==> src/rtl/segment_scan_ctrl.sv <==
// Multiplexed 3-digit 7-segment sequencer: 8-bit count -> BCD via serial
// double-dabble, then one-hot digit scan on a shared segment bus.
//
// state | meaning
// IDLE  | waiting for an update request
// CONV  | double-dabble, one bit per cycle, 8 cycles
// LATCH | copy BCD to display digits, pulse done, restart if a request is queued
module segment_scan_ctrl #(
   parameter int SCAN_DIV = 50000,
   parameter bit BLANK_LZ = 1'b1
) (
   input  logic       clk_i,
   input  logic       rst_i,
   input  logic       upd_i,
   input  logic [7:0] count_i,
   output logic       busy_o,
   output logic       done_o,
   output logic [7:0] seg_o,
   output logic [2:0] dig_o
);

   localparam int PW = (SCAN_DIV > 1) ? $clog2(SCAN_DIV) : 1;

   typedef enum logic [1:0] {IDLE, CONV, LATCH} state_t;

   logic [1:0]    rst_sync_q, rst_sync_d;
   logic          rst_int;

   state_t        state_q, state_d;
   logic [19:0]   shf_q, shf_d, shf_adj;
   logic [2:0]    iter_q, iter_d;
   logic          pend_q, pend_d;
   logic [7:0]    pend_val_q, pend_val_d;
   logic [11:0]   digits_q, digits_d;
   logic          done_q, done_d;

   logic [PW-1:0] presc_q, presc_d;
   logic [1:0]    idx_q, idx_d;
   logic [7:0]    seg_q, seg_d;
   logic [2:0]    dig_q, dig_d;
   logic [3:0]    nib;
   logic          blank;
   logic          wrap;

   function automatic logic [6:0] dec7(input logic [3:0] v);
      case (v)
         4'd0:    dec7 = 7'h3f;
         4'd1:    dec7 = 7'h06;
         4'd2:    dec7 = 7'h5b;
         4'd3:    dec7 = 7'h4f;
         4'd4:    dec7 = 7'h66;
         4'd5:    dec7 = 7'h6d;
         4'd6:    dec7 = 7'h7d;
         4'd7:    dec7 = 7'h07;
         4'd8:    dec7 = 7'h7f;
         4'd9:    dec7 = 7'h6f;
         default: dec7 = 7'h00;
      endcase
   endfunction

   // Assert immediately, release after two clean clock edges.
   always_comb rst_sync_d = {rst_sync_q[0], 1'b0};

   always_ff @(posedge clk_i or posedge rst_i) begin
      if (rst_i) rst_sync_q <= 2'b11;
      else       rst_sync_q <= rst_sync_d;
   end

   assign rst_int = rst_sync_q[1];

   always_comb begin
      state_d    = state_q;
      shf_d      = shf_q;
      iter_d     = iter_q;
      pend_d     = pend_q;
      pend_val_d = pend_val_q;
      digits_d   = digits_q;
      done_d     = 1'b0;

      shf_adj = shf_q;
      if (shf_q[19:16] >= 4'd5) shf_adj[19:16] = shf_q[19:16] + 4'd3;
      if (shf_q[15:12] >= 4'd5) shf_adj[15:12] = shf_q[15:12] + 4'd3;
      if (shf_q[11:8]  >= 4'd5) shf_adj[11:8]  = shf_q[11:8]  + 4'd3;

      case (state_q)
         IDLE: begin
            if (upd_i) begin
               shf_d   = {12'b0, count_i};
               iter_d  = 3'd0;
               state_d = CONV;
            end
         end
         CONV: begin
            shf_d  = {shf_adj[18:0], 1'b0};
            iter_d = iter_q + 3'd1;
            if (iter_q == 3'd7) state_d = LATCH;
            if (upd_i) begin
               pend_d     = 1'b1;
               pend_val_d = count_i;
            end
         end
         LATCH: begin
            digits_d = shf_q[19:8];
            done_d   = 1'b1;
            // A request arriving this very cycle is newer than the queued one.
            if (pend_q || upd_i) begin
               shf_d   = {12'b0, (upd_i ? count_i : pend_val_q)};
               iter_d  = 3'd0;
               pend_d  = 1'b0;
               state_d = CONV;
            end else begin
               state_d = IDLE;
            end
         end
         default: state_d = IDLE;
      endcase
   end

   always_comb begin
      wrap    = (presc_q == PW'(SCAN_DIV - 1));
      presc_d = wrap ? '0 : presc_q + 1'b1;
      idx_d   = idx_q;
      if (wrap) idx_d = (idx_q == 2'd2) ? 2'd0 : idx_q + 2'd1;

      nib   = digits_q[3:0];
      blank = 1'b0;
      dig_d = 3'b001;
      case (idx_q)
         2'd1: begin
            nib   = digits_q[7:4];
            blank = BLANK_LZ && (digits_q[11:8] == 4'd0) && (digits_q[7:4] == 4'd0);
            dig_d = 3'b010;
         end
         2'd2: begin
            nib   = digits_q[11:8];
            blank = BLANK_LZ && (digits_q[11:8] == 4'd0);
            dig_d = 3'b100;
         end
         default: begin
            nib   = digits_q[3:0];
            blank = 1'b0;
            dig_d = 3'b001;
         end
      endcase
      seg_d = blank ? 8'h00 : {1'b0, dec7(nib)};
   end

   always_ff @(posedge clk_i or posedge rst_int) begin
      if (rst_int) begin
         state_q    <= IDLE;
         shf_q      <= '0;
         iter_q     <= '0;
         pend_q     <= 1'b0;
         pend_val_q <= '0;
         digits_q   <= '0;
         done_q     <= 1'b0;
         presc_q    <= '0;
         idx_q      <= '0;
         seg_q      <= '0;
         dig_q      <= '0;
      end else begin
         state_q    <= state_d;
         shf_q      <= shf_d;
         iter_q     <= iter_d;
         pend_q     <= pend_d;
         pend_val_q <= pend_val_d;
         digits_q   <= digits_d;
         done_q     <= done_d;
         presc_q    <= presc_d;
         idx_q      <= idx_d;
         seg_q      <= seg_d;
         dig_q      <= dig_d;
      end
   end

   assign busy_o = (state_q != IDLE);
   assign done_o = done_q;
   assign seg_o  = seg_q;
   assign dig_o  = dig_q;

endmodule

==> config.mk <==
export PLATFORM = sky130hd
export DESIGN_NAME = segment_scan_ctrl
export DESIGN_NICKNAME = d
export VERILOG_FILES = /design/src/rtl/segment_scan_ctrl.sv
export SDC_FILE = /design/constraint.sdc
export NUM_CORES = 1
export LEC_CHECK = 0
export CAP_MARGIN = 25
export CORE_ASPECT_RATIO = 1.2
export CORE_MARGIN = 5
export CORE_UTILIZATION = 40
export CTS_CLUSTER_SIZE = 12
export DETAILED_ROUTE_END_ITERATION = 8
export DONT_BUFFER_PORTS = 1
export PLACE_DENSITY = 0.57
export SLEW_MARGIN = 10
export SYNTH_ARGS = -nofsm -noshare
export SYNTH_HDL_FRONTEND = slang
export SYNTH_SLANG_ARGS = --single-unit
==> constraint.sdc <==
create_clock -name clk_i -period 2.18 [get_ports clk_i]
set_clock_uncertainty 0.15 [all_clocks]
set_input_delay 0.436 -clock clk_i [delete_from_list [all_inputs] [get_ports clk_i]]
set_output_delay 0.436 -clock clk_i [all_outputs]
set_load 0.005 [all_outputs]
==> results of run 1 <==
what timing repair did:
action,4_1_cts,5_1_grt
buffers inserted,2,6
hold buffers,1,0
pin swaps,1,5
endpoints found under the setup margin,3,6
hold endpoints to repair,2,0
resized for setup,8,5
area by class of cell:
type	count	area (sq um)	area share
flip-flops and latches	77	1930	0.413
repair buffers	32	255	0.0547
clock buffers	11	243	0.0520
well taps	123	154	0.0330
multi-input cells	239	1940	0.416
inverters	18	71.3	0.0153
clock inverters	4	72.6	0.0155
worst reg2reg max path, delay by kind of cell, from the launching register on:
family / cells / cell delay, ns
compound gates: 2 / 0.42
fa+ha+maj: 2 / 0.37
buf+inv: 2 / 0.22
flops: 1 / 0.41
mux: 2 / 0.51
placed cells by master, fill, tap and decap left out, drive strengths merged, types with 2 or more instances in the layout:
cell / synthesis / final
dfrtp: 75 / 75
mux2: 39 / 39
buf: 6 / 31
ha: 24 / 24
nor2: 21 / 21
o21ai: 18 / 18
a21oi: 17 / 17
nand2: 17 / 17
inv: 18 / 17
a22o: 11 / 11
clkbuf: 6 / 11
nand3: 9 / 9
nand2b: 8 / 8
xnor2: 8 / 8
xor2: 8 / 8
nor3: 8 / 8
a22oi: 8 / 8
mux2i: 8 / 8
o31a: 3 / 3
a31o: 3 / 3
nand4: 3 / 3
nor4: 3 / 3
or2: 2 / 2
a311oi: 2 / 2
o31ai: 2 / 2
a211oi: 2 / 2
clkinvlp: 0 / 2
conb: 1 / 2
bufinv: 0 / 2
dfstp: 2 / 2
sequential cells by signal, indices dropped and copies added, names as in the netlist:
name and flops:
shf_q 20, presc_q 16, digits_q 12, pend_val_q 8, seg_o 7, dig_o 3, iter_q 3, idx_q 2
rst_sync_q 2, state_q 2, done_o 1, pend_q 1
through the flow:
| step | instances | util | power, mW | cell area, sq um | setup TNS [ns] |
|---|---|---|---|---|---|
| floorplan | 346 | - | 2.90 | 3960 | -0.138 |
| CTS | 498 | 0.483 | 4.92 | 4620 | 0 |
| global placement | 480 | 0.443 | 3.24 | 4240 | -0.0305 |
| global route | 504 | 0.488 | 5.18 | 4670 | -0.108 |
| finish | 504 | 0.488 | 4.86 | 4670 | 0 |
| detailed placement | 480 | 0.443 | 3.28 | 4240 | -0.143 |
per-layer routing:
metal | part of all wire | track usage
met4 | 0.021 | 0.0480
met1 | 0.44 | 0.163
met5 | 0 | 0
met2 | 0.50 | 0.228
met3 | 0.041 | 0.0471
cells by family after synthesis:
| group | count (synthesis) | share of synthesized area |
|---|---|---|
| buf+inv | 30 | 0.0324 |
| other cells | 1 | 0.000954 |
| xor+xnor | 16 | 0.0356 |
| fa+ha+maj | 24 | 0.0764 |
| simple gates | 79 | 0.108 |
| mux | 47 | 0.135 |
| flops | 77 | 0.491 |
| compound gates | 71 | 0.121 |
worst min-delay path by stage:
stage | to | depth (start not counted)
global route | pend_val_q[0]$_DFFE_PP0N_ | 1
detailed placement | shf_q[16]$_DFFE_PP0P_ | 1
floorplan | rst_sync_q[0]$_DFF_PP1_ | 1
global placement | shf_q[12]$_DFFE_PP0P_ | 1
finish | pend_val_q[3]$_DFFE_PP0N_ | 1
CTS | pend_val_q[2]$_DFFE_PP0N_ | 1
power by group:
part           leakage (nW)  switching (mW)  internal [mW]
registers             0.984           0.145           1.69
clock network         0.152           0.571           1.03
logic                 0.951           0.729          0.692
total                  2.09            1.45           3.41
==> results.ini, run 1 <==
[synth]
synth_edf_count=0
synthFlopType=dfrtp_1
ys_async_sr_fraction=1.00
ys_ff_latch=77
syn_area_sq_um=3930
yosys-top-cells-count=dfrtp_1, mux2_2, ha_1, nor2_1, inv_1
synth_top_area_cell=dfrtp_1
yosysUniqueCellTypes=50
ys_warn_count=0
synthCells=345
syn_avg_cell_area_sq_um=11.4
synth-seq-area-share=0.491
synthTopCellsByArea=dfrtp_1, mux2_2, ha_1, a22o_1, a21oi_1
netlist.area_leader.share=0.477
yosysMostFrequentCell=dfrtp_1

[power_and_ir_drop]
leakage_nw=2.09
vdd_drop_max_uv=719
p_per_area_nw_per_um2=1040

[clock_network]
cts_tree=built
clockBufferDepth=2
clkTransAtPathRegs_ns=0.06
clock_latency_ns=0.33
clockRootBuffer=clkbuf_16
clock_sinks=77
htreeDepth=3
cts_buffers=9

[drt]
drc=0
vias=2633
ant_nets=0
first_pass_iters=4
drt_iter0_drc=109
wl_per_cell_um=15.0
wl_um=7570
via_per_inst=5.22

[critical_path]
worst-path-max-fanout=3
path_class=register to register
path_delay_family=multiplexers
critPathLaunch=idx_q[1]$_DFFE_PP0N_
cp_data_arrival_time_ns=2.25
cp-start-kind=register
crit_chain=buf_4, ha_2, a22o_1, mux2i_4, inv_2, ha_2, mux2_2, a211oi_2
ff2ff_path_depth=8
crit_top_cell=ha_2
reg2reg_to=seg_o[0]$_DFF_PP0_
setup.worst_path.end_class=register
cp_data_required_time_ns=2.28
crit_cells=8
rrSetupSlack_ns=0.03
path_buf_inv=2
worstSetupEndpoint=seg_o[0]$_DFF_PP0_
cp_slowest_cell=dfrtp_1
slowest_delay_ns=0.41
reg2reg_from=idx_q[1]$_DFFE_PP0N_

[finish]
num_antenna_cells=0
fill_cells=904
drive_above_1_share=0.297
area_growth_pct=18.7
nets=412

[timing]
hold_violations=0
rsz0062_at_grt=yes
post-route-period-util=0.986
setup_viol=0
drv_slew=0
fin_crit_ns=2.15
slew-limit-headroom=0.597
clock.fmax_mhz=465
whs_ns=0.104
worst_pin_slew_ns=0.602
fin_ws_ns=0.0305

[floorplanning]
die_w_um=101
die_h_um=119
die-area_sq_um=11900
boundaryPins=24
rows=39
core_area_sq_um=9560
start_util=0.411

[placement]
portBuffers=0
gp_congestion=0.783
post-place-ws_ns=-0.0929
dpl.hpwl_um=5160

[global_route]
grt_max_degree=31
grt_pass1_vias=2706
track_usage=0.137
antenna_found_initial=0
grt_overflow_total=0
grt_pass1_wl_um=13000

[min_path]
hold_path_class=primary input to register
hp-start=count_i[3]

[run]
drv_cap=0

[status]
status=finished clean

Power figures use the tool's default switching activity.
==> run 2: changes to the inputs <==
ABC_CLOCK_PERIOD_IN_PS = 2180   (was not set)
MAX_ROUTING_LAYER = met4   (was not set)
==> run 2 against run 1 <==
Compared with the run above: first-iteration DRC count up 16%; clock power about the same; die area unchanged; sequential power about the same; clock-buffer cell count unchanged; power up 0.13%; critical path depth unchanged; worst setup slack worse by 0.00057 ns; combinational power about the same; fmax about the same; worst hold slack worse by 0.0025 ns; critical endpoint unchanged; highest routed layer unchanged.
==> results.ini, run 2 (synthesis results as in run 1) <==
[status]
status=finished clean

[global_route]
antenna_found_initial=0  ; unchanged
grt_max_degree=31  ; unchanged
grt_pass1_wl_um=13000  ; about the same
grt_overflow_total=0  ; unchanged
track_usage=0.141  ; +0.00401
grt_pass1_vias=2705  ; -0.037%

[clock_network]
cts_tree=built
htreeDepth=3  ; unchanged
clock_sinks=77  ; unchanged
clockRootBuffer=clkbuf_16
clkTransAtPathRegs_ns=0.06  ; about the same
clockBufferDepth=2  ; unchanged
clock_latency_ns=0.33  ; about the same
cts_buffers=9  ; unchanged

[placement]
portBuffers=0  ; unchanged
gp_congestion=0.793  ; +1.4%
dpl.hpwl_um=5160  ; unchanged

[power_and_ir_drop]
p_per_area_nw_per_um2=1040  ; +0.13%
leakage_nw=2.09  ; unchanged
vdd_drop_max_uv=718  ; -0.15%
power.total_mw=4.86  ; +0.13%

[critical_path]
reg2reg_to=seg_o[0]$_DFF_PP0_
reg2reg_from=idx_q[1]$_DFFE_PP0N_
path_buf_inv=2  ; unchanged
ff2ff_path_depth=8  ; unchanged
setup.worst_path.end_class=register
crit_chain=buf_4, ha_2, a22o_1, mux2i_4, inv_2, ha_2, mux2_2, a211oi_2
cp_data_arrival_time_ns=2.25  ; about the same
cp_slowest_cell=dfrtp_1
cp-start-kind=register
worst-path-max-fanout=3  ; unchanged
path_delay_family=multiplexers
rrSetupSlack_ns=0.03  ; about the same
slowest_delay_ns=0.41  ; about the same
cp_data_required_time_ns=2.28  ; about the same
crit_top_cell=ha_2
path_class=register to register

[timing]
rsz0062_at_grt=yes
drv_slew=0  ; unchanged
slew-limit-headroom=0.599  ; +0.00168
whs_ns=0.102  ; -0.00248 ns
fin_crit_ns=2.15  ; +0.000568 ns
clock.fmax_mhz=465  ; about the same
post-route-period-util=0.986  ; about the same
hold_violations=0  ; unchanged
worst_pin_slew_ns=0.600  ; -0.00252 ns
fin_tns_setup_ns=0  ; unchanged
setup_viol=0  ; unchanged

[drt]
via_per_inst=5.24  ; +0.30%
first_pass_iters=4  ; unchanged
vias=2641  ; +0.30%
ant_nets=0  ; unchanged
wl_um=7580  ; +0.13%
drt_iter0_drc=126  ; +16%
wl_per_cell_um=15.0  ; +0.13%
drc=0  ; unchanged

[finish]
top_register=shf_q
fill_cells=904  ; unchanged
nets=412  ; unchanged
num_antenna_cells=0  ; unchanged
fin_util=0.488  ; unchanged
area_growth_pct=18.7  ; unchanged
largest_register_ffs=20  ; unchanged
layout_common_cells=dfrtp_1, mux2_2, buf_4
reg_top3=shf_q (20), presc_q (16), digits_q (12)
layout_commonest_cell=dfrtp_1
drive_above_1_share=0.297  ; unchanged

[min_path]
hold_path_class=primary input to register
hp-start=count_i[6]
worstHoldEndpoint=pend_val_q[6]$_DFFE_PP0N_
hold_depth=1  ; unchanged

[floorplanning]
boundaryPins=24  ; unchanged
die-area_sq_um=11900  ; unchanged
core_area_sq_um=9560  ; unchanged
die_w_um=101  ; unchanged
die_h_um=119  ; unchanged
rows=39  ; unchanged
start_util=0.411  ; unchanged

[run]
drv_cap=0  ; unchanged

## run 2: cell counts in the layout (fill, tap and decap cells not counted)
No cell type changed its count.
## run 2: how the worst max path moves through the flow
stage	slack [ns]	to	cells after the start	from
4_1_cts	0.02	seg_o[0]$_DFF_PP0_	9	idx_q[1]$_DFFE_PP0N_
3_3_place_gp	-0.03	seg_o[3]$_DFF_PP0_	7	idx_q[0]$_DFFE_PP0N_
5_1_grt	-0.05	seg_o[3]$_DFF_PP0_	8	idx_q[1]$_DFFE_PP0N_
3_5_place_dp	-0.09	seg_o[3]$_DFF_PP0_	7	idx_q[0]$_DFFE_PP0N_
6_report	0.03	seg_o[0]$_DFF_PP0_	8	idx_q[1]$_DFFE_PP0N_
2_1_floorplan	-0.14	seg_o[3]$_DFF_PP0_	8	idx_q[0]$_DFFE_PP0N_
## run 2: timing repair
item	in CTS	in global routing
endpoints found under the hold margin	2	0
endpoints found under the setup margin	3	6
buffers inserted	2	6
resized for setup	8	5
pin swaps	1	5
hold buffers	1	0
## run 2: power breakdown
group	leakage [nW]	switching (mW)	internal [mW]	total [mW]
Combinational	0.951	0.731	0.692	1.42
Sequential	0.984	0.146	1.69	1.84
Clock	0.152	0.575	1.03	1.60
## run 2: routing by layer
layer  wire length [um]  share of wire  GRT usage
met1               3320           0.44      0.165
met2               3830           0.51      0.227
met3                247          0.033     0.0371
met4                178          0.023     0.0581
met5                  0              0          -
## run 2: layout make-up
type	instances	area (sq um)	share of cell area
clock inverters	4	72.6	0.0155
well taps	123	154	0.0330
inverters	18	71.3	0.0153
flip-flops and latches	77	1930	0.413
repair buffers	32	255	0.0547
multi-input cells	239	1940	0.416
clock buffers	11	243	0.0520
## run 2: per-stage QoR
stage / cells / worst slack, ns / cell area (sq um)
finish: 504 / 0.0299 / 4670
floorplan: 346 / -0.138 / 3960
global placement: 480 / -0.0305 / 4240
detailed placement: 480 / -0.0929 / 4240
CTS: 498 / 0.0201 / 4620
global route: 504 / -0.0458 / 4670
